[config.mk]
export PLATFORM = sky130hd
export DESIGN_NAME = mem_fifo_ctrl
export DESIGN_NICKNAME = d
export VERILOG_FILES = /design/src/rtl/mem_pkg.sv /design/src/rtl/mem_fifo_ctrl.sv
export SDC_FILE = /design/constraint.sdc
export NUM_CORES = 1
export LEC_CHECK = 0
export ABC_AREA = 1
export CELL_PAD_IN_SITES_DETAIL_PLACEMENT = 0
export CELL_PAD_IN_SITES_GLOBAL_PLACEMENT = 1
export CORE_UTILIZATION = 38
export CTS_CLUSTER_DIAMETER = 100
export DETAILED_ROUTE_END_ITERATION = 6
export GPL_TIMING_DRIVEN = 0
export PLACE_DENSITY = 0.88
export SETUP_SLACK_MARGIN = 0.1
export SYNTH_ARGS = -nofsm -noshare
export SYNTH_HDL_FRONTEND = slang
export SYNTH_SLANG_ARGS = --single-unit
[constraint.sdc]
create_clock -name clk -period 7.2 [get_ports clk]
set_clock_uncertainty 0.1 [all_clocks]
set_input_delay 1.44 -clock clk [delete_from_list [all_inputs] [get_ports clk]]
set_output_delay 1.44 -clock clk [all_outputs]
set_load 0.05 [all_outputs]
[src/rtl/mem_pkg.sv]
// rtl/mem_pkg.sv - shared types for the single-port memory FIFO controller
//
// Holds the access-priority state used to arbitrate the one memory port
// between the push (write) side and the prefetch (read) side.

package mem_pkg;

  // PRIO_RD: a pending read wins the port this cycle.
  // PRIO_WR: a pending write wins the port this cycle.
  typedef enum logic {
    PRIO_RD = 1'b0,
    PRIO_WR = 1'b1
  } prio_t;

endpackage : mem_pkg

[src/rtl/mem_fifo_ctrl.sv]
// rtl/mem_fifo_ctrl.sv - FIFO controller over a single-port, async-read memory
//
// Ports:
//   clk, rst           single clock, asynchronous active-high reset
//   in_valid/in_ready  push handshake, in_data is the pushed word
//   out_valid/out_ready pop handshake, out_data is the registered head word
//   count              words held in memory plus the output register
//   full               memory holds DEPTH words
//   empty              count == 0
//   mem_we, mem_addr, mem_wdata, mem_rdata
//                      port to the external single-port memory; mem_rdata is
//                      combinational read data for mem_addr

module mem_fifo_ctrl
  import mem_pkg::*;
#(
  parameter int DATA_WIDTH = 8,
  parameter int ADDR_WIDTH = 10
) (
  input  logic                  clk,
  input  logic                  rst,
  input  logic                  in_valid,
  output logic                  in_ready,
  input  logic [DATA_WIDTH-1:0] in_data,
  output logic                  out_valid,
  input  logic                  out_ready,
  output logic [DATA_WIDTH-1:0] out_data,
  output logic [ADDR_WIDTH:0]   count,
  output logic                  full,
  output logic                  empty,
  output logic                  mem_we,
  output logic [ADDR_WIDTH-1:0] mem_addr,
  output logic [DATA_WIDTH-1:0] mem_wdata,
  input  logic [DATA_WIDTH-1:0] mem_rdata
);

  localparam logic [ADDR_WIDTH:0] DEPTH_CNT = {1'b1, {ADDR_WIDTH{1'b0}}};

  logic [ADDR_WIDTH-1:0] wr_ptr;
  logic [ADDR_WIDTH-1:0] rd_ptr;
  logic [ADDR_WIDTH:0]   mem_cnt;
  prio_t                 prio;
  prio_t                 prio_next;

  logic rd_req;
  logic wr_gnt;
  logic rd_gnt;

  // A read is wanted whenever memory has data and the output register is
  // free or being drained this cycle. Neither request looks at in_valid, so
  // in_ready never combinationally depends on the producer.
  always_comb begin
    rd_req   = 1'b0;
    in_ready = 1'b0;
    wr_gnt   = 1'b0;
    rd_gnt   = 1'b0;

    rd_req   = (mem_cnt != '0) && (!out_valid || out_ready);
    in_ready = !rst && (mem_cnt != DEPTH_CNT) && !(rd_req && (prio == PRIO_RD));
    wr_gnt   = in_valid && in_ready;
    rd_gnt   = rd_req && !wr_gnt;
  end

  // The write address takes the shared port only on a granted push.
  assign mem_we    = wr_gnt;
  assign mem_wdata = in_data;
  assign mem_addr  = wr_gnt ? wr_ptr : rd_ptr;

  assign full  = (mem_cnt == DEPTH_CNT);
  assign count = mem_cnt + (ADDR_WIDTH+1)'(out_valid);
  assign empty = (count == '0);

  // Priority flips to the side that did not just use the port, so under
  // contention reads and writes alternate.
  always_comb begin
    prio_next = prio;
    if (rd_gnt) begin
      prio_next = PRIO_WR;
    end else if (wr_gnt) begin
      prio_next = PRIO_RD;
    end
  end

  always_ff @(posedge clk or posedge rst) begin
    if (rst) begin
      prio <= PRIO_RD;
    end else begin
      prio <= prio_next;
    end
  end

  always_ff @(posedge clk or posedge rst) begin
    if (rst) begin
      wr_ptr    <= '0;
      rd_ptr    <= '0;
      mem_cnt   <= '0;
      out_valid <= 1'b0;
      out_data  <= '0;
    end else begin
      if (wr_gnt) begin
        wr_ptr  <= wr_ptr + ADDR_WIDTH'(1);
        mem_cnt <= mem_cnt + (ADDR_WIDTH+1)'(1);
      end else if (rd_gnt) begin
        rd_ptr  <= rd_ptr + ADDR_WIDTH'(1);
        mem_cnt <= mem_cnt - (ADDR_WIDTH+1)'(1);
      end

      // A refill overrides the drain: the consumer takes the old word and
      // the freshly read word replaces it in the same edge.
      if (rd_gnt) begin
        out_data  <= mem_rdata;
        out_valid <= 1'b1;
      end else if (out_valid && out_ready) begin
        out_valid <= 1'b0;
      end
    end
  end

endmodule : mem_fifo_ctrl

==> results.md, run 1 <==
* Reg2reg end: mem_cnt[6]
* Slew headroom at between 40% and 50%
* Seq/Total Area, Yosys at a little under two fifths
* GRT overflow at 0
* First-pass GRT wire length at ~11000 microns
* DRC Markers at 0
* Drt first pass iters at 4
* Port bufs at 53
* Pre-CTS setup slack at just over 2 ns
* Post-CTS Setup Bufs at 0
* GRT Total Usage at 18.21%
* Unrepaired setup endpoints after global routing: false
* Hold_sp: out_data[2]
* Std-Cell Rows at 30
* Crit. End Element: primary output
* Hold WC Path Type: reg2reg
* Final WL at approximately 6400 microns
* Final Cell Area at ~3500 sq um
* CP max-delay cell: clkdlybuf4s50_1
* CTS buffer count at 5
* Avg WL per Cell at between 10 and 15 microns
* Setup TNS at 0 ns
* Post-route ant nets at 0
* Worst path top cell family by delay: buffers and inverters
* Crit path setup slack, layout at 2.045 ns
* Clock latency on the worst-skew pair at ~0.30 ns
* Startpoint Class: input port
* CORE AREA at 6944 sq um
* DIE HEIGHT at between 80 and 90 microns
* Power Total at ~1.6 mW
* Post-Synthesis Cell Area at 2780 sq um
* Most used cell along the critical path: clkdlybuf4s50_1
* CP Max Fanout at 18
* Post-Syn Instances at between 300 and 400
* Slowest Stage Delay on Critical Path at 0.84 ns
* Critical-path cell list: clkdlybuf4s50_1, a21oi_2, nand3_4, buf_2, o21ai_0, clkdlybuf4s50_1
* PwrDens at about 440 nW/um^2
* CTS root buffer: clkbuf_8
* CTS Hold Buffers Added at 0
* Hold Path Depth at 2
* TritonCTS clock tree: built
* Horiz. Die Dim at ~90 microns
* R2R Path Start: mem_cnt[5]
* Hold Path Sink: out_data[2]
* Area Growth Syn to Fin at 27.59%
* Vias post-DR at ~2500
* Peak Freq at approximately 0.19 GHz
* Slew @ Worst Pin at between 0.8 and 0.9 ns
* Fin crit share at between 70% and 80%
* H-tree depth at 2
* Worst path required time at around 5.7 ns
* Placer Congestion at about 0.86
* Number of global-route vias before repair at about 2400
* Maximum vdd drop at approximately 0.15 mV
* I/O pin cnt at 62
* Hpwl dp at 5102 microns
* Reg2reg setup slack at approximately 4.3 ns
* Post-DR vias/cell at 4.707
* CTS-repair resized insts at 0
* CTS Sinks at 41
* DRT iter0 DRCs at 90
* Die footprint at approximately 7700 sq um
* Leakage at around 1.7 nW
* Slew Limit Fails at 0
* Initial Util at between 40% and 50%
* Initial antenna violation count at 0
* Largest net degree at the start of global routing at between 40 and 50
* Worst-path clk slew at about 0.08 ns
* Period minus WS final at ~5.2 ns
* Count of state elements after synthesis at 41
* Placed cell area at between 3000 and 4000 sq um
* Cells on worst reg2reg path at 14
* Synth cell types at 26
* Post-Syn Area per Cell at 7.414 sq um
* Synth Warn # at 0
* WP buf/inv at 3
* Final net count at 469
* Worst path arrival time at about 3.6 ns
* N_diodes at 0
* Fin. Hold Viols at 0
* Finish-stage setup viols at 0
* Net count after synthesis at between 400 and 500
* Max_cap viols at 0
* Non-Filler Instances at ~530
* WHS at just under 0.4 ns
* Post-layout util at ~51%
* Ratio of cells with drive above 1 in the final layout at roughly 6.7%
* Clock Tree Buf Depth at 2
* Outcome: completed
* CP Class: in2out
* Cells after DPL at roughly 520
power by group:
| group | switching [mW] | internal (mW) | leakage [nW] |
|---|---|---|---|
| clock network | 0.0805 | 0.113 | 0.0585 |
| logic | 0.635 | 0.334 | 1.17 |
| registers | 0.0932 | 0.313 | 0.501 |
worst reg2reg max path, cell delays in order, from the launching register on:
cell     delay [ns]
dfrtp_1        0.46
nor2_1         0.12
nand2_1        0.09
nor2_2         0.14
nand2_1        0.10
nand3_2        0.10
nand3_4        0.13
buf_2          0.28
ha_1           0.40
a21oi_1        0.23
nand2_1        0.14
a21oi_1        0.17
xor2_1         0.20
nand2_1        0.09
o21ai_0        0.07
cell type report:
class / instances / area [sq um]
clock buffers: 7 / 86.33
fillers: 682 / 3397
plain buffers: 14 / 110.1
well taps: 96 / 120.1
repair buffers: 53 / 530.5
flip-flops and latches: 41 / 1026
inverters: 55 / 209.0
multi-input cells: 265 / 1435
clock inverters: 1 / 30.03
worst max-delay path by stage:
| stage | cells after the start | from | endpoint | slack, ns |
|---|---|---|---|---|
| final | 6 | rst | mem_addr[0] | 2.04 |
| after global routing | 8 | out_ready | mem_addr[9] | 1.94 |
| after CTS | 6 | rst | mem_addr[9] | 2.02 |
| after detailed placement | 6 | rst | mem_addr[9] | 2.01 |
| after global placement | 8 | out_ready | mem_addr[9] | 2.00 |
| after floorplan | 7 | out_ready | mem_addr[2] | 2.48 |
layout by cell type (no fill, tap or decap), drive strengths merged, types with 3 or more instances in the layout:
master         synthesis  final
clkdlybuf4s50          0     53
nor4                   4      4
o21bai                 3      3
ha                    13     13
nand4                  4      4
nor3                   9      9
buf                   14     14
inv                   55     55
nor2                  24     24
clkbuf                 0      7
nand2                116    116
xor2                  23     23
xnor2                  8      8
dfrtp                 41     41
o21ai                 31     31
a21oi                  8      8
nand3                 19     19
sequential cells by signal, summed over array words and instances, names as in the netlist:
name and count:
mem_cnt 11, wr_ptr 10, out_data 8, prio 1
out_valid 1, rd_ptr 10
cells in the mapped netlist (all sizes together):
| master | instances | area [sq um] |
|---|---|---|
| a21oi | 8 | 43.79 |
| a31oi | 1 | 6.260 |
| buf | 14 | 110.1 |
| dfrtp | 41 | 1026 |
| fa | 1 | 20.02 |
| ha | 13 | 162.7 |
| inv | 55 | 209.0 |
| nand2 | 116 | 442.9 |
| nand3 | 19 | 112.6 |
| nand3b | 1 | 7.510 |
| nand4 | 4 | 25.02 |
| nor2 | 24 | 95.09 |
| nor3 | 9 | 45.04 |
| nor4 | 4 | 25.02 |
| o21ai | 31 | 155.2 |
| o21bai | 3 | 22.52 |
| xnor2 | 8 | 70.07 |
| xor2 | 23 | 201.4 |
layer usage:
layer | GRT usage, % | part of all wire (%)
met2 | 30.40 | 47
met1 | 23.54 | 47
met5 | 0 | 0
met3 | 3.676 | 3.9
met4 | 6.408 | 2.2
cell families (layout without fill, tap and decap cells):
| family | count (synthesis) | in the layout | share of synthesized area (%) |
|---|---|---|---|
| simple gates | 177 | 177 | 27.09 |
| buf+inv | 69 | 130 | 11.48 |
| compound gates | 43 | 43 | 8.191 |
| flops | 41 | 41 | 36.90 |
| xor+xnor | 31 | 31 | 9.766 |
| fa+ha+maj | 14 | 14 | 6.571 |
Power figures use the tool's default switching activity.
==> run 2: changes to the inputs <==
--- a/config.mk
+++ b/config.mk
@@ -8,11 +8,11 @@
 export ABC_AREA = 1
 export CELL_PAD_IN_SITES_DETAIL_PLACEMENT = 0
 export CELL_PAD_IN_SITES_GLOBAL_PLACEMENT = 1
-export CORE_UTILIZATION = 38
+export CORE_UTILIZATION = 36
 export CTS_CLUSTER_DIAMETER = 100
 export DETAILED_ROUTE_END_ITERATION = 6
 export GPL_TIMING_DRIVEN = 0
-export PLACE_DENSITY = 0.88
+export PLACE_DENSITY = 0.85
 export SETUP_SLACK_MARGIN = 0.1
 export SYNTH_ARGS = -nofsm -noshare
 export SYNTH_HDL_FRONTEND = slang
==> constraint.sdc (replaced) <==
create_clock -name clk -period 5.2 [get_ports clk]
set_clock_uncertainty 0.1 [all_clocks]
set_input_delay 1.04 -clock clk [delete_from_list [all_inputs] [get_ports clk]]
set_output_delay 1.04 -clock clk [all_outputs]
set_load 0.05 [all_outputs]
==> run 2 against run 1 <==
Register-to-register slack got worse by 2.0 ns; critical path type unchanged; sequential power rose by 37%; clock power rose by 40%; setup slack got worse by 1.3 ns; first-iteration DRC count fell by 16%; critical path depth did not move.
==> results.md, run 2 (synthesized netlist as in run 1, its figures left out) <==
* Initial Util at about 38%
* Leakage at 1.743 nW
* H-tree depth at 2
* Placer Congestion at 0.8450
* Avg WL per Cell at between 10 and 15 microns
* Slew Limit Fails at 0
* Top Registers: mem_cnt (11), rd_ptr (10), wr_ptr (10)
* Hold WC Path Type: reg2reg
* Max_cap viols at 0
* Setup TNS at 0 ns
* First-pass GRT wire length at about 11000 microns
* Std-Cell Rows at 31
* DRC Markers at 0
* DRT iter0 DRCs at 76
* Largest net degree at the start of global routing at 25
* CTS Hold Buffers Added at 0
* Fin crit share at a little over four fifths
* Worst-path clk slew at about 0.080 ns
* Post-layout util at approximately half
* CTS buffer count at 5
* CP Class: in2out
* Post-route ant nets at 0
* GRT Total Usage at between 15 and 20%
* Hpwl dp at between 5000 and 6000 microns
* Peak Freq at around 0.23 GHz
* TritonCTS clock tree: built
* Port bufs at 53
* Met2 WL post-DR at 3098 microns
* Ratio of cells with drive above 1 in the final layout at about 6.9%
* Wire length on met1 at between 3000 and 4000 microns
* CORE AREA at 7370 sq um
* Worst path required time at between 4 and 5 ns
* Period minus WS final at between 4 and 5 ns
* I/O pin cnt at 62
* Unrepaired setup endpoints after global routing: false
* Number of flip-flops in the largest register at 11
* GRT overflow at 0
* Clock Tree Buf Depth at 2
* Vias post-DR at between 2000 and 2500
* CTS root buffer: clkbuf_8
* Number of global-route vias before repair at 2477
* Post-CTS Setup Bufs at 0
* Crit. End Element: primary output
* Crit path setup slack, layout at 0.7805 ns
* DIE HEIGHT at around 90 microns
* Startpoint Class: input port
* WL met3 at roughly 290 microns
* Horiz. Die Dim at approximately 90 microns
* Commonest non-fill, non-tap cell in the layout: nand2_1
* Outcome: completed
* Reg2reg setup slack at between 2 and 2.5 ns
* Most frequent cells in the layout: 115 x nand2_1, 53 x inv_1, 53 x clkdlybuf4s50_1, 41 x dfrtp_1, 31 x o21ai_0
* CTS-repair resized insts at 0
* Die footprint at between 8000 and 9000 sq um
* Slew headroom at 65.95%
* N_diodes at 0
* Drt first pass iters at 4
* CP Max Fanout at 18
* CTS Sinks at 41
* Slew @ Worst Pin at approximately 0.51 ns
* Clock latency on the worst-skew pair at 0.30 ns
* Maximum vdd drop at around 0.23 mV
* Final WL at between 6000 and 7000 microns
* Fin. Hold Viols at 0
* Final net count at 470
* Finish-stage setup viols at 0
* Worst path arrival time at roughly 3.3 ns
* Area Growth Syn to Fin at 28.44%
* Post-DR vias/cell at 4.575
* Initial antenna violation count at 0
* PwrDens at 602.8 nW/um^2
* Max layer used: met4
* Pre-CTS setup slack at ~0.78 ns
* Register bank with the most flops: mem_cnt
## run 2: stage by stage
stage,cell area [sq um],hold WS (ns),power (mW),std cells
after detailed placement,3455,0.3648,1.885,528
after global routing,3571,0.4151,2.336,536
after global placement,3435,0.3674,1.864,527
after CTS,3571,0.3910,2.166,536
after floorplan,2780,0.3625,1.521,375
final,3571,0.3876,2.152,536
## run 2: routing by layer
metal  GRT usage, %  vias to the layer above
li1               -                     1292
met1          21.20                     1110
met2          30.00                       48
met3          3.046                        2
met4          5.242                        0
met5              0                        -
## run 2: critical path, stage by stage
cell	delay [ns]
clkdlybuf4s50_1	0.45
a21oi_2	0.21
nand3_4	0.18
buf_2	0.28
o21ai_0	0.26
clkdlybuf4s50_1	0.85
## run 2: final cells by class
cell class / instances / area, sq um
fill: 777 / 3799
multi-input combinational: 265 / 1435
sequential: 41 / 1026
timing repair buffer: 54 / 550.5
inverter: 55 / 209.0
tap: 99 / 123.9
buffer: 14 / 110.1
clock buffer: 7 / 86.33
clock inverter: 1 / 30.03
## run 2: worst paths after layout
| kind | startpoint | to | cells past startpoint |
|---|---|---|---|
| worst max-delay path | rst | mem_addr[0] | 6 |
| worst min-delay path | out_data[2] | out_data[2] | 2 |
| worst max register to register | mem_cnt[2] | mem_cnt[7] | 14 |
| worst min register to register | out_data[2] | out_data[2] | 2 |
| max in group asynchronous | rst | wr_ptr[4] | 3 |
| min in group asynchronous | rst | out_data[4] | 2 |
## run 2: power breakdown
part	switching, mW	leakage, nW	internal, mW	total (mW)
Clock	0.115	0.0585	0.157	0.272
Sequential	0.125	0.501	0.434	0.559
Combinational	0.861	1.18	0.461	1.32
==> run 3: changes to the inputs <==
--- a/config.mk
+++ b/config.mk
@@ -8,11 +8,11 @@
 export ABC_AREA = 1
 export CELL_PAD_IN_SITES_DETAIL_PLACEMENT = 0
 export CELL_PAD_IN_SITES_GLOBAL_PLACEMENT = 1
-export CORE_UTILIZATION = 36
+export CORE_UTILIZATION = 33
 export CTS_CLUSTER_DIAMETER = 100
 export DETAILED_ROUTE_END_ITERATION = 6
 export GPL_TIMING_DRIVEN = 0
-export PLACE_DENSITY = 0.85
+export PLACE_DENSITY = 0.82
 export SETUP_SLACK_MARGIN = 0.1
 export SYNTH_ARGS = -nofsm -noshare
 export SYNTH_HDL_FRONTEND = slang
==> constraint.sdc (replaced) <==
create_clock -name clk -period 3.7 [get_ports clk]
set_clock_uncertainty 0.1 [all_clocks]
set_input_delay 0.74 -clock clk [delete_from_list [all_inputs] [get_ports clk]]
set_output_delay 0.74 -clock clk [all_outputs]
set_load 0.05 [all_outputs]
==> run 3 against run 2 <==
Combinational power rose by 38%; design area fell by 0.32%; via count rose by 0.77%; wire length fell by 0.75%; worst hold slack got worse by 0.0045 ns; setup slack got worse by 0.52 ns; clock power rose by 40%; critical path depth rose by 2; sequential power rose by 40%; flip-flop and latch count did not move; register-to-register slack got worse by 1.4 ns; sequential share of layout area rose by 0.091 points; highest routed layer unchanged.
==> results.md, run 3 (synthesized netlist as in run 1, its figures left out) <==
* Outcome: completed
* CTS Sinks at between 40 and 50
* R2R Path Start: mem_cnt[0]
* CP Max Fanout at 18
* Clock latency on the worst-skew pair at 0.29 ns
* Number of global-route vias before repair at 2424
* Number of flip-flops in the largest register at 11
* CTS buffer count at 5
* Reg2reg end: mem_cnt[5]
* Worst path top cell family by delay: buffers and inverters
* Critical-path cell list: clkdlybuf4s50_1, nor2_1, inv_1, nand3_2, nand3_4, buf_2, o21ai_0, clkdlybuf4s15_1
* CP Class: in2out
* Initial antenna violation count at 0
* Placed cell area at about 3500 sq um
* Register area at 1026 sq um
* Post-DR vias/cell at around 4.6
* Slew headroom at about two thirds
* Hold Path Depth at 2
* Top Registers: mem_cnt (11), rd_ptr (10), wr_ptr (10)
* Ratio of cells with drive above 1 in the final layout at under 10%
* Std-Cell Rows at 33
* Vias post-DR at ~2500
* Placer Congestion at 0.8672
* Finish-stage setup viols at 0
* WP buf/inv at 4
* Hpwl dp at ~4900 microns
* I/O pin cnt at 62
* Drt first pass iters at 4
* DRC Markers at 0
* Unrepaired setup endpoints after global routing: false
* Crit. End Element: primary output
* Final WL at approximately 6400 microns
* Pre-CTS setup slack at -0.1434 ns
* Die footprint at a little under 9000 sq um
* GRT Total Usage at about 16%
* Area of the multi-input gates at 1440 sq um
* PwrDens at 837.8 nW/um^2
* Avg WL per Cell at about 12 microns
* Worst path required time at approximately 2.9 ns
* TritonCTS clock tree: built
* DRT iter0 DRCs at 109
* H-tree depth at 2
* Most frequent cells in the layout: 115 x nand2_1, 53 x inv_1, 41 x dfrtp_1, 39 x clkdlybuf4s50_1, 31 x o21ai_0
* Hold WC Path Type: reg2reg
* N_diodes at 0
* Hold_sp: out_data[4]
* Hold Path Sink: out_data[4]
* Max_cap viols at 0
* Commonest non-fill, non-tap cell in the layout: nand2_1
* Startpoint Class: input port
* Largest net degree at the start of global routing at 33
* CTS root buffer: clkbuf_8
* Initial Util at around a third
* Clock Tree Buf Depth at 2
* Post-route ant nets at 0
* Reg2reg setup slack at 0.83 ns
* Final net count at 470
* Post-CTS Setup Bufs at 0
* Worst path arrival time at 2.60 ns
* Worst-path clk slew at around 0.080 ns
* CORE AREA at ~8200 sq um
* Port bufs at 53
* Final Cell Area at ~3600 sq um
* Fin crit share at 92.92%
* Crit path setup slack, layout at around 0.26 ns
* Slowest Stage Delay on Critical Path at approximately 0.52 ns
* Horiz. Die Dim at between 90 and 100 microns
* Slew @ Worst Pin at 0.5153 ns
* Period minus WS final at ~3.4 ns
* Area Growth Syn to Fin at 28.04%
* Slew Limit Fails at 0
* Cells on worst reg2reg path at 14
* Leakage at around 1.8 nW
* Post-layout util at roughly 44%
* Register bank with the most flops: mem_cnt
* Maximum vdd drop at ~0.34 mV
* Fin. Hold Viols at 0
* GRT overflow at 0
* Power Total at around 3.0 mW
* CP max-delay cell: clkdlybuf4s15_1
* Setup TNS at 0 ns
* DIE HEIGHT at 93.79 microns
* Layout fillers at between 800 and 900
* First-pass GRT wire length at ~11000 microns
* Peak Freq at ~0.29 GHz
-- run 3: changes by cell type in the layout (fill, tap and decap cells not counted), sizes merged --
cell	previous run	this run
clkbuf	7	11
dlymetal6s2s	0	1
clkdlybuf4s50	53	39
clkdlybuf4s15	0	4
dlygate4sd2	0	5
-- run 3: metrics by stage --
step | hold WS [ns] | cells
3_5_place_dp | 0.3684 | 534
2_1_floorplan | 0.3625 | 375
6_report | 0.3831 | 542
3_3_place_gp | 0.3702 | 533
5_1_grt | 0.4079 | 542
4_1_cts | 0.3907 | 542
-- run 3: power by group --
part | switching, mW | leakage [nW] | internal [mW]
sequential | 0.175 | 0.501 | 0.610
combinational | 1.20 | 1.22 | 0.617
clock | 0.159 | 0.0585 | 0.220
total | 1.54 | 1.78 | 1.45
-- run 3: timing repair --
item,CTS,global route
pin swaps,0,0
hold buffers,0,0
setup endpoints to repair,13,9
resized for setup,13,16
-- run 3: worst register-to-register path: stages (launching register included) --
cell,delay [ns]
dfrtp_1,0.46
nor2_1,0.13
nand2_1,0.12
nor2_2,0.14
nand2_1,0.09
nand3_2,0.10
nand3_4,0.13
buf_2,0.28
ha_1,0.41
nand2_1,0.08
nand2_1,0.07
o21bai_1,0.17
a21oi_1,0.20
xor2_1,0.18
o21ai_0,0.09
-- run 3: final cells by class --
type / count / area share [%]
plain buffers: 14 / 3.093
multi-input cells: 265 / 40.46
inverters: 55 / 5.870
well taps: 105 / 3.691
repair buffers: 54 / 14.80
clock buffers: 7 / 2.425
clock inverters: 1 / 0.8436
flip-flops and latches: 41 / 28.82
-- run 3: how the worst max path moves through the flow --
stage | startpoint | cells after the start | end
global placement | out_ready | 8 | mem_addr[9]
floorplan | out_valid | 9 | empty
global route | out_ready | 8 | mem_addr[8]
CTS | mem_cnt[0] | 10 | count[10]
finish | out_ready | 8 | mem_addr[3]
detailed placement | out_ready | 8 | mem_addr[9]
-- run 3: routing by layer --
metal	part of all wire, %	routed length (microns)	up-vias	track usage [%]
met1	47	3025	1143	20.10
met5	0	0	-	0
met2	49	3105	35	27.68
met3	2.6	164	7	2.751
li1	-	-	1286	-
met4	1.2	75	0	3.974
